==> config.mk <==
export PLATFORM = sky130hd
export DESIGN_NAME = dm_port_arbiter
export DESIGN_NICKNAME = d
export VERILOG_FILES = /design/src/rtl/dm_port_arbiter.sv
export SDC_FILE = /design/constraint.sdc
export NUM_CORES = 1
export LEC_CHECK = 0
export CORE_ASPECT_RATIO = 0.5
export CORE_UTILIZATION = 42
export CTS_CLUSTER_DIAMETER = 40
export DETAILED_ROUTE_END_ITERATION = 10
export PLACE_DENSITY_LB_ADDON = 0.12
export SLEW_MARGIN = 20
export SYNTH_ARGS = -nofsm -noshare
export SYNTH_HDL_FRONTEND = slang
export SYNTH_SLANG_ARGS = --single-unit
==> constraint.sdc <==
create_clock -name clk -period 1.95 [get_ports clk]
set_input_delay 0.39 -clock clk [delete_from_list [all_inputs] [get_ports clk]]
set_output_delay 0.39 -clock clk [all_outputs]
set_load 0.01 [all_outputs]
==> src/rtl/dm_port_arbiter.sv <==
// Two-master arbiter for the single data-memory port (CPU M-stage vs. DMA/loader).
// Default is CPU priority with a DMA starvation limit; define DM_ARB_RR_EN for round-robin.
module dm_port_arbiter #(
  parameter int ADDR_W     = 32,
  parameter int DATA_W     = 32,
  parameter int RD_LAT     = 0,
  parameter int STARVE_MAX = 4
) (
  input  logic                clk,
  input  logic                reset,
  input  logic                cpu_req,
  input  logic                cpu_we,
  input  logic [ADDR_W-1:0]   cpu_addr,
  input  logic [DATA_W-1:0]   cpu_wdata,
  input  logic [DATA_W/8-1:0] cpu_byteen,
  output logic                cpu_stall,
  output logic [DATA_W-1:0]   cpu_rdata,
  output logic                cpu_rvalid,
  input  logic                dma_req,
  input  logic                dma_we,
  input  logic [ADDR_W-1:0]   dma_addr,
  input  logic [DATA_W-1:0]   dma_wdata,
  input  logic [DATA_W/8-1:0] dma_byteen,
  output logic                dma_gnt,
  output logic [DATA_W-1:0]   dma_rdata,
  output logic                dma_rvalid,
  output logic [ADDR_W-1:0]   mem_addr,
  output logic [DATA_W-1:0]   mem_wdata,
  output logic [DATA_W/8-1:0] mem_byteen,
  output logic                mem_re,
  input  logic [DATA_W-1:0]   mem_rdata
);

  localparam int BE_W = DATA_W / 8;

  logic                grantCpu, grantDma, accept;
  logic                selWe;
  logic [ADDR_W-1:0]   selAddr;
  logic [DATA_W-1:0]   selWdata;
  logic [BE_W-1:0]     selByteen;

  logic [ADDR_W-1:0]   memAddr_q;
  logic [DATA_W-1:0]   memWdata_q;
  logic [BE_W-1:0]     memByteen_q;
  logic                memRe_q;
  logic [DATA_W-1:0]   cpuRdata_q, dmaRdata_q;
  logic                cpuRvalid_q, dmaRvalid_q;
  logic [RD_LAT:0]     tagValid_q, tagDma_q;

`ifdef DM_ARB_RR_EN
  logic rrPtr_q, rrPtr_d;

  // A set pointer means DMA takes the next contested cycle.
  always_comb begin
    grantDma = dma_req;
    rrPtr_d  = rrPtr_q;
    if (cpu_req && dma_req) begin
      grantDma = rrPtr_q;
      rrPtr_d  = ~rrPtr_q;
    end
    grantCpu = cpu_req && !grantDma;
  end

  always_ff @(posedge clk) begin
    if (!reset) rrPtr_q <= 1'b0;
    else        rrPtr_q <= rrPtr_d;
  end
`else
  localparam logic [3:0] STARVE_LIM = 4'(STARVE_MAX);
  logic [3:0] starveCnt_q, starveCnt_d;

  always_comb begin
    grantDma = dma_req;
    if (cpu_req && dma_req) grantDma = (starveCnt_q == STARVE_LIM);
    grantCpu    = cpu_req && !grantDma;
    starveCnt_d = '0;
    if (dma_req && !grantDma)
      starveCnt_d = (starveCnt_q == STARVE_LIM) ? starveCnt_q : starveCnt_q + 4'd1;
  end

  always_ff @(posedge clk) begin
    if (!reset) starveCnt_q <= '0;
    else        starveCnt_q <= starveCnt_d;
  end
`endif

  assign accept    = grantCpu || grantDma;
  assign cpu_stall = cpu_req && !grantCpu;
  assign dma_gnt   = grantDma;

  always_comb begin
    selWe     = cpu_we;
    selAddr   = cpu_addr;
    selWdata  = cpu_wdata;
    selByteen = cpu_byteen;
    if (grantDma) begin
      selWe     = dma_we;
      selAddr   = dma_addr;
      selWdata  = dma_wdata;
      selByteen = dma_byteen;
    end
  end

  // Issue stage plus owner-tag pipe; the tag at index RD_LAT lines up with mem_rdata.
  always_ff @(posedge clk) begin
    if (!reset) begin
      memAddr_q   <= '0;
      memWdata_q  <= '0;
      memByteen_q <= '0;
      memRe_q     <= 1'b0;
      cpuRdata_q  <= '0;
      cpuRvalid_q <= 1'b0;
      dmaRdata_q  <= '0;
      dmaRvalid_q <= 1'b0;
      tagValid_q  <= '0;
      tagDma_q    <= '0;
    end else begin
      if (accept) begin
        memAddr_q  <= selAddr & ~ADDR_W'(3);
        memWdata_q <= selWdata;
      end
      memByteen_q <= (accept && selWe) ? selByteen : '0;
      memRe_q     <= accept && !selWe;
      for (int i = RD_LAT; i > 0; i--) begin
        tagValid_q[i] <= tagValid_q[i-1];
        tagDma_q[i]   <= tagDma_q[i-1];
      end
      tagValid_q[0] <= accept && !selWe;
      tagDma_q[0]   <= grantDma;
      cpuRvalid_q   <= tagValid_q[RD_LAT] && !tagDma_q[RD_LAT];
      dmaRvalid_q   <= tagValid_q[RD_LAT] && tagDma_q[RD_LAT];
      if (tagValid_q[RD_LAT] && !tagDma_q[RD_LAT]) cpuRdata_q <= mem_rdata;
      if (tagValid_q[RD_LAT] && tagDma_q[RD_LAT])  dmaRdata_q <= mem_rdata;
    end
  end

  assign mem_addr   = memAddr_q;
  assign mem_wdata  = memWdata_q;
  assign mem_byteen = memByteen_q;
  assign mem_re     = memRe_q;
  assign cpu_rdata  = cpuRdata_q;
  assign cpu_rvalid = cpuRvalid_q;
  assign dma_rdata  = dmaRdata_q;
  assign dma_rvalid = dmaRvalid_q;

endmodule

==> flow_summary.ini, run 1 <==
[floorplanning]
initial_core_util_pct = 43.1
dieHeight_um = 91.1
core_area_mm2 = 0.0155
die_area_mm2 = 0.0164
rows = 32
die_w_um = 180
io_pins = 311

[drt]
num_vias = 6664
drt_iter0_markers = 341
wl_per_cell_um = 15.3
drcViolationCount = 0
viasPerCell = 5.12
ant_nets = 0
firstDrtPassIters = 5
wl_um = 19900

[pwr]
p_per_area_mw_per_mm2 = 769
power.total_mw = 8.00
power.leakage_nw = 4.03
irDropWorstVdd_uv = 702

[flow_run]
maxCapViolations = 0

[layout]
syn2layout_area_growth_pct = 56.0
stdcell_count = 1301
final_nets = 1261
regArea_mm2 = 0.00276
fin_area_mm2 = 0.0104
final_cell_mix = 299 x clkdlybuf4s50_1, 254 x nand2_1, 137 x dfxtp_1, 64 x a21boi_1, 63 x mux2i_1
fin_util_pct = 67.3
fill_cells = 1335
final_common_cell = clkdlybuf4s50_1
multiInputGateArea_mm2 = 0.00346
drive_above_1_share_pct = 5.74
num_antenna_cells = 0

[global_route]
busiest_layer = met2
gr-usage-met3_pct = 8.38
grt_pass1_wl_um = 31700
grt_pass1_vias = 6327
grt-ovfl-total = 0
met1_usage_pct = 26.7
grt.met2_usage_pct = 42.9
antenna_found_initial = 0
grt_max_degree = 100
track_usage_pct = 23.9

[setup_path]
worstPathMaxFanout = 3
r2r_cells = 7
r2r_end = mem_addr[10]
end_kind = output port
rrSetupSlack_ns = 0.17
rr_startpoint = starveCnt_q[1]
arrival_ns = 1.50
slowest_stage = dfxtp_2
crit_path_max_incr_delay_ns = 0.34
required_ns = 1.56
start_kind = register
crit_chain = inv_1, ha_2, and3b_2, and3_1, buf_6
critical_path_class = reg2out

[cts]
cts_tree = built
clock_latency_ns = 0.41
cts_buffers = 17
htree_num_levels = 4
clk_pin_slew_worst_paths_ns = 0.07
clk_path_buf_depth = 2
cts_root_buf = clkbuf_16
cts_sinks = 138

[placement]
dp_hpwl_um = 13500
placed_area_mm2 = 0.00974
io_buffers = 304
pre_cts_ws_ns = 0.0469
gp_congestion = 0.793
place_inst = 1269

[timing]
holdWs_ns = 0.403
rsz0062_at_grt = no
setup_violations = 0
timing.final.crit_period_ns = 1.89
hold_violations = 0
skew_ns = 0.00951
relSlewSlack_pct = 64.9
timing.final.crit_share_pct = 97.0
final.setup.worst_slack_ns = 0.0591
tightest_slew_ns = 0.527
drv_slew = 0
finalSetupTns_ns = 0
max_freq_mhz = 529

[synthesis]
ys_seq_area_share_pct = 41.5
synth_area_per_cell_um2 = 8.14
synth-seq-cells = 138
syn_inst = 819
yosysWarningCount = 0
ys_types = 31
netlist_area_mm2 = 0.00666

[worst_hold_path]
whs_endpoint = mem_wdata[1]
holdPathStages = 2
min-delay-start = reset
hold_path.class = in2reg

[run_status]
outcome = complete, no violations
## logic make-up after synthesis
family,share of synthesized area [%]
AND/OR/NAND/NOR,15.8
buffers and inverters,6.74
flip-flops,41.5
AO/OA/AOI/OAI,25.9
multiplexers,9.46
XOR/XNOR,0.131
other,0.0563
adder cells (fa/ha/maj),0.376
## synthesized netlist by cell type
master / n / area share [%]
nand2_1: 254 / 14
dfxtp_1: 138 / 41
a21boi_1: 64 / 7.2
mux2i_1: 63 / 9.5
a21oi_1: 62 / 4.7
o21a_1: 62 / 7.0
o22ai_1: 62 / 5.8
clkbuf_1: 30 / 1.7
buf_2: 26 / 2.0
buf_4: 12 / 1.4
buf_6: 7 / 1.2
nor2_1: 5 / 0.28
a32o_1: 4 / 0.60
and2_1: 4 / 0.38
buf_1: 4 / 0.23
inv_1: 4 / 0.23
and3_1: 2 / 0.19
ha_1: 2 / 0.38
nand3_1: 2 / 0.15
a211oi_1: 1 / 0.11
a21boi_4: 1 / 0.28
a21oi_2: 1 / 0.13
a31o_1: 1 / 0.13
and3b_1: 1 / 0.13
clkbuf_4: 1 / 0.11
conb_1: 1 / 0.056
nand2b_1: 1 / 0.094
nand3b_1: 1 / 0.11
nand4_1: 1 / 0.094
nor2b_1: 1 / 0.094
xnor2_1: 1 / 0.13
## power breakdown
part | switching [mW] | internal [mW] | leakage [nW] | total, mW
Combinational | 0.554 | 0.816 | 2.58 | 1.37
Sequential | 0.0718 | 2.97 | 1.13 | 3.04
Clock | 1.30 | 2.28 | 0.315 | 3.59
Total | 1.93 | 6.06 | 4.03 | 8.00
## worst max-delay path by stage
stage | start | to | slack, ns | depth (start not counted)
after global placement | starveCnt_q[1] | starveCnt_q[3] | 0.08 | 6
after floorplan | starveCnt_q[0] | cpu_stall | 0.31 | 6
final | starveCnt_q[1] | cpu_stall | 0.06 | 5
after CTS | starveCnt_q[1] | cpu_stall | 0.001 | 5
after detailed placement | starveCnt_q[1] | cpu_stall | 0.05 | 5
after global routing | starveCnt_q[1] | cpu_stall | 0.001 | 5
## timing repair
action / in CTS / in global routing
buffers inserted: 0 / 1
pin swaps: 0 / 1
resized for setup: 9 / 3
setup endpoints to repair: 2 / 66
hold buffers: 0 / 0
gates cloned: 0 / 0
## metal layers
| metal | up-vias | part of all wire [%] |
|---|---|---|
| li1 | 3341 | - |
| met1 | 3101 | 43 |
| met2 | 197 | 49 |
| met3 | 25 | 6.8 |
| met4 | 0 | 1.7 |
| met5 | - | 0 |
## worst max-delay path: cells and delay by family (launching register included)
family        cells  cell delay, ns
simple gates      2            0.41
buf+inv           2            0.17
flops             1            0.34
fa+ha+maj         1            0.18
## final cells by class
| class | count | area share [%] |
|---|---|---|
| flip-flops and latches | 138 | 26.6 |
| clock buffers | 18 | 4.13 |
| well taps | 204 | 2.46 |
| multi-input cells | 598 | 33.3 |
| repair buffers | 326 | 31.3 |
| clock inverters | 13 | 2.08 |
| inverters | 4 | 0.144 |
## flip-flops by register name (all words and copies together) (netlist names)
signal,cells
cpu_rvalid,1
starveCnt_q,4
tagValid_q,1
dma_rvalid,1
tagDma_q,1
dma_rdata,32
cpu_rdata,32
mem_addr,30
mem_wdata,32
mem_byteen,4
Power figures use the tool's default switching activity.
==> run 2, diff against run 1 <==
--- a/config.mk
+++ b/config.mk
@@ -7,7 +7,7 @@
 export LEC_CHECK = 0
 export CORE_ASPECT_RATIO = 0.5
 export CORE_UTILIZATION = 42
-export CTS_CLUSTER_DIAMETER = 40
+export CTS_CLUSTER_DIAMETER = 120
 export DETAILED_ROUTE_END_ITERATION = 10
 export PLACE_DENSITY_LB_ADDON = 0.12
 export SLEW_MARGIN = 20
==> results of run 2 <==
Same layout as run 1: the final DEF is identical, and so are final timing and power.
